===== src/rtl/image_frame_serializer.sv =====
// Serializes one parallel ROWS x COLS binary frame into ROWS row beats over valid/ready.
// Optional FRAME_POPCOUNT_EN appends a trailer beat carrying the frame's set-pixel count.
module image_frame_serializer #(
  parameter int ROWS = 32,
  parameter int COLS = 32,
  parameter int IDXW = 5
) (
  input  logic                 clk,
  input  logic                 rst,
  input  logic [ROWS*COLS-1:0] img_data,
  input  logic                 img_valid,
  output logic                 img_ready,
  output logic [COLS-1:0]      row_data,
  output logic [IDXW-1:0]      row_idx,
  output logic                 row_valid,
  input  logic                 row_ready,
  output logic                 sof,
  output logic                 eof,
  output logic                 busy,
  output logic [7:0]           frame_cnt
);
  // state | meaning
  // IDLE  | waiting for a frame, img_ready high once out of reset
  // SEND  | streaming rows 0..ROWS-1
  // DONE  | popcount trailer beat on the bus (FRAME_POPCOUNT_EN only)
`ifdef FRAME_POPCOUNT_EN
  typedef enum logic [1:0] {IDLE = 2'd0, SEND = 2'd1, DONE = 2'd2} state_t;
  localparam int CNTW = $clog2(ROWS*COLS+1);
  logic [CNTW-1:0] acc;

  function automatic logic [CNTW-1:0] ones(input logic [COLS-1:0] v);
    logic [CNTW-1:0] c;
    c = '0;
    for (int i = 0; i < COLS; i++) c = c + CNTW'(v[i]);
    return c;
  endfunction
`else
  typedef enum logic [1:0] {IDLE = 2'd0, SEND = 2'd1} state_t;
`endif

  localparam logic [IDXW-1:0] LAST = IDXW'(ROWS-1);

  state_t                 state, state_nxt;
  logic [ROWS*COLS-1:0]   frame_reg;
  logic                   ready_en;
  logic                   capture, xfer, last;
  logic [IDXW-1:0]        nidx;

  function automatic logic [COLS-1:0] pick_row(input logic [ROWS*COLS-1:0] f,
                                               input logic [IDXW-1:0] idx);
    return f[ROWS*COLS-1-COLS*int'(idx) -: COLS];
  endfunction

  always_ff @(posedge clk) begin
    if (rst) state <= IDLE;
    else     state <= state_nxt;
  end

  always_comb begin
    state_nxt = state;
    img_ready = (state == IDLE) && ready_en;
    capture   = img_ready && img_valid;
    xfer      = row_valid && row_ready;
    last      = (row_idx == LAST);
    nidx      = row_idx + 1'b1;
    case (state)
      IDLE: if (capture) state_nxt = SEND;
`ifdef FRAME_POPCOUNT_EN
      SEND: if (xfer && last) state_nxt = DONE;
      DONE: if (xfer) state_nxt = IDLE;
`else
      SEND: if (xfer && last) state_nxt = IDLE;
`endif
      default: state_nxt = IDLE;
    endcase
  end

  always_ff @(posedge clk) begin
    if (rst) begin
      ready_en  <= 1'b0;
      row_data  <= '0;
      row_idx   <= '0;
      row_valid <= 1'b0;
      sof       <= 1'b0;
      eof       <= 1'b0;
      busy      <= 1'b0;
      frame_cnt <= '0;
`ifdef FRAME_POPCOUNT_EN
      acc       <= '0;
`endif
    end else begin
      ready_en <= 1'b1;
      case (state)
        IDLE: if (capture) begin
          frame_reg <= img_data;
          row_data  <= img_data[ROWS*COLS-1 -: COLS];
          row_idx   <= '0;
          row_valid <= 1'b1;
          sof       <= 1'b1;
          eof       <= 1'b0;
          busy      <= 1'b1;
`ifdef FRAME_POPCOUNT_EN
          acc       <= '0;
`endif
        end
        SEND: if (xfer) begin
`ifdef FRAME_POPCOUNT_EN
          acc <= acc + ones(row_data);
`endif
          if (last) begin
`ifdef FRAME_POPCOUNT_EN
            // trailer reuses the bus with idx 0; count includes this final row
            row_data <= COLS'(acc + ones(row_data));
            row_idx  <= '0;
            sof      <= 1'b0;
            eof      <= 1'b1;
`else
            row_valid <= 1'b0;
            busy      <= 1'b0;
            sof       <= 1'b0;
            eof       <= 1'b0;
            row_data  <= '0;
            row_idx   <= '0;
            frame_cnt <= frame_cnt + 8'd1;
`endif
          end else begin
            row_idx  <= nidx;
            row_data <= pick_row(frame_reg, nidx);
            sof      <= 1'b0;
`ifdef FRAME_POPCOUNT_EN
            eof      <= 1'b0;
`else
            eof      <= (nidx == LAST);
`endif
          end
        end
`ifdef FRAME_POPCOUNT_EN
        DONE: if (xfer) begin
          row_valid <= 1'b0;
          busy      <= 1'b0;
          eof       <= 1'b0;
          row_data  <= '0;
          frame_cnt <= frame_cnt + 8'd1;
        end
`endif
        default: ;
      endcase
    end
  end
endmodule


===== config.mk =====
export PLATFORM = sky130hd
export DESIGN_NAME = image_frame_serializer
export DESIGN_NICKNAME = d
export VERILOG_FILES = /design/src/rtl/image_frame_serializer.sv
export SDC_FILE = /design/constraint.sdc
export NUM_CORES = 1
export LEC_CHECK = 0
export BUFFER_PORTS_ARGS = -buffer_cell sky130_fd_sc_hd__buf_2
export CAP_MARGIN = 20
export CORE_AREA = 2 2 422 424
export DETAILED_ROUTE_END_ITERATION = 8
export DIE_AREA = 0 0 424 426
export GPL_ROUTABILITY_DRIVEN = 0
export GPL_TIMING_DRIVEN = 0
export HOLD_SLACK_MARGIN = 0.02
export PLACE_DENSITY = 0.42
export SLEW_MARGIN = 20
export SYNTH_ARGS = -nofsm -noshare
export SYNTH_HDL_FRONTEND = slang
export SYNTH_SLANG_ARGS = --single-unit

===== constraint.sdc =====
create_clock -name clk -period 124.7 [get_ports clk]
set_input_delay 24.94 -clock clk [delete_from_list [all_inputs] [get_ports clk]]
set_output_delay 24.94 -clock clk [all_outputs]
set_load 0.01 [all_outputs]

==> out/qor.yml <==
status: "finished, final reports clean"
clockBufferDepth: 3
cts_root_buffer: "clkbuf_16"
cts_buffers: 131
dp_cells: 5459
ys_types: 39
seq_power_share: 0.490
post-dp-hpwl_um: 149000
clk_latency_ns: 0.78
power_density_nw_per_um2: 15.2
tns_ns: 0
post-cts-setup-buffers: 0
cp.required_ns: 125.17
start_util: 0.234
start_kind: "input pin"
drt-total-wl_um: 185000
synth_top_flop_cell: "edfxtp_1"
p_int_mw: 0.653
yosys_register_bits: 1074
r2r_slack_ns: 120.11
die_x_um: 424
min_period_ns: 27.87
end_kind: "flip-flop"
hp-start: "eof"
syn_avg_cell_area_um2: 20.7
largest_reg_flops: 1024
syn_to_final_growth_pct: 33.8
die_y_um: 426
instances_no_fill: 5743
ys_warn_count: 0
pwr-share-clk: 0.452
die_area_um2: 181000
cts-resized-gates: 0
drive_gt1_frac: 0.492
drv_cap: 0
gr-usage-all-layers: 0.200
worst_clock_skew_ns: 0.0335
finalHoldViolations: 0
row_count: 154
ir_worst_vdd_v: 0.0000102
fin_nets: 4284
cts_tree: "done"
grt_max_degree: 29
hold_depth: 2
slowest_delay_ns: 0.68
vias: 25600
holdPathEnd: "eof"
syn-num-nets: 3024
slew_violations: 0
max_freq_ghz: 0.0359
syn_inst: 1992
p_sw_frac: 0.222
cts_htree_levels: 4
synth_area_um2: 41200
crit_chain: "buf_2, nand3b_1, clkbuf_1, clkbuf_1, nor2_4, buf_12, buf_16, buf_16, buf_16, buf_16, buf_12, buf_12, buf_12, buf_16"
grt_pass1_vias: 26200
ys_async_sr_fraction: 0
postCtsHoldBufs: 0
path_clk_slew_ns: 0.06
worstPathMaxFanout: 25
slowest_stage: "nor2_4"
vias_per_cell: 4.46
drc_errors: 0
ff2ff_path_depth: 13
p_leak_nw: 19.8
core_um2: 176000
fin_crit_sh: 0.223
io_buffers: 1076
path_common_cell: "buf_16"
io_pins: 1078
ys_seq_area_frac: 0.771
wl_per_cell_um: 32.3
slew_headroom: 0.301
first_pass_iters: 5
worstReg2RegEnd: "row_data[22]"
p_sw_mw: 0.187
hold_class: "reg2reg"
rsz0062_at_grt: "no"
cts_sinks: 1074
grt_pass1_wl_um: 239000
synth_edf_count: 1024
cp.arrival_ns: 28.34
setup_viol: 0
combPwrFrac: 0.058
drtAntennaViolNets: 0
overflow: 0
antenna_found_initial: 169
tightest_slew_ns: 1.05
first_iter_violations: 2312
crit_type: "in2reg"
r2r_start: "row_idx[0]"
power by group through the flow:
| stage | clock, mW | combinational, mW | sequential [mW] |
|---|---|---|---|
| global route | 0.402 | 0.0525 | 0.412 |
| global placement | 0 | 0.0455 | 0.447 |
| finish | 0.380 | 0.0488 | 0.411 |
| detailed placement | 0 | 0.0495 | 0.419 |
| CTS | 0.391 | 0.0498 | 0.411 |
| floorplan | 0 | 0.0167 | 0.436 |
cells by family after synthesis:
| family | Yosys count | synth area share |
|---|---|---|
| muxes | 294 | 0.152 |
| adders and majority gates | 4 | 0.00122 |
| DFF | 1074 | 0.771 |
| buffers and inverters | 117 | 0.0151 |
| and+or+nand+nor | 381 | 0.0388 |
| xor gates and xnor gates | 10 | 0.00231 |
| AOI/OAI and AO/OA | 112 | 0.0191 |
cell usage after synthesis (all sizes together), types with 5 or more instances:
cell,instances,share of area
clkbuf,40,0.0037
o32ai,17,0.0036
nor2,82,0.0075
edfxtp,1024,0.75
xor2,8,0.0019
mux4,266,0.15
nand3,27,0.0033
o311ai,17,0.0036
nand4,22,0.0033
a22oi,13,0.0024
a311oi,12,0.0026
o21ai,34,0.0041
nand2,218,0.020
mux2i,27,0.0066
dfxtp,50,0.024
a21oi,10,0.0012
and3,19,0.0029
o211ai,5,0.00091
buf,73,0.011
final cells by class:
class	count	area [um2]
clock buffer	178	3680
multi-input combinational	801	8850
clock inverter	52	513
inverter	4	15.0
tap	2340	2930
antenna	54	135
sequential	1074	31800
buffer	113	612
timing repair buffer	1127	6620
fill	17500	121000
critical path: cells and delay by family:
family                 cells  cell delay [ns]
buffers and inverters     12             2.53
AND/OR/NAND/NOR            2             0.79
cell usage in the layout, fill, tap and decap left out, drive strengths merged, types with 11 or more instances in the layout:
master     n
inv       11
and3      19
edfxtp  1024
o32ai     17
a311oi    12
nand3     27
clkinv    37
nand4     22
mux2i     27
clkbuf   218
o21ai     34
nand2    218
dfxtp     50
buf     1200
diode     54
mux4     266
a22oi     13
nor2      82
o311ai    17
per-layer routing:
layer,part of all wire,routed length (um),global-route usage
met1,0.37,68700,0.229
met3,0.073,13400,0.0557
met5,0.0021,391,0
met2,0.53,98100,0.367
met4,0.025,4600,0.0493
worst max-delay path by stage:
stage / startpoint / end / slack [ns] / depth (start not counted)
3_5_place_dp: img_valid / frame_reg[521] / 96.00 / 14
2_1_floorplan: img_valid / frame_reg[0] / 54.54 / 4
5_1_grt: img_valid / frame_reg[553] / 96.66 / 14
3_3_place_gp: img_valid / frame_reg[221] / 32.07 / 5
4_1_cts: img_valid / frame_reg[521] / 96.90 / 14
6_report: img_valid / frame_reg[515] / 96.83 / 14
through the flow:
step | hold slack, ns | cell area [um2] | setup WS (ns) | util | total power, mW
after floorplan | 0.476 | 41200 | 54.54 | - | 0.453
after global placement | 0.440 | 49500 | 32.07 | 0.282 | 0.492
after detailed placement | 0.447 | 50800 | 96.00 | 0.289 | 0.468
after CTS | 0.453 | 55000 | 96.90 | 0.313 | 0.852
after global routing | 0.473 | 55000 | 96.66 | 0.313 | 0.866
final | 0.452 | 55100 | 96.83 | 0.314 | 0.839
Power figures use the tool's default switching activity.
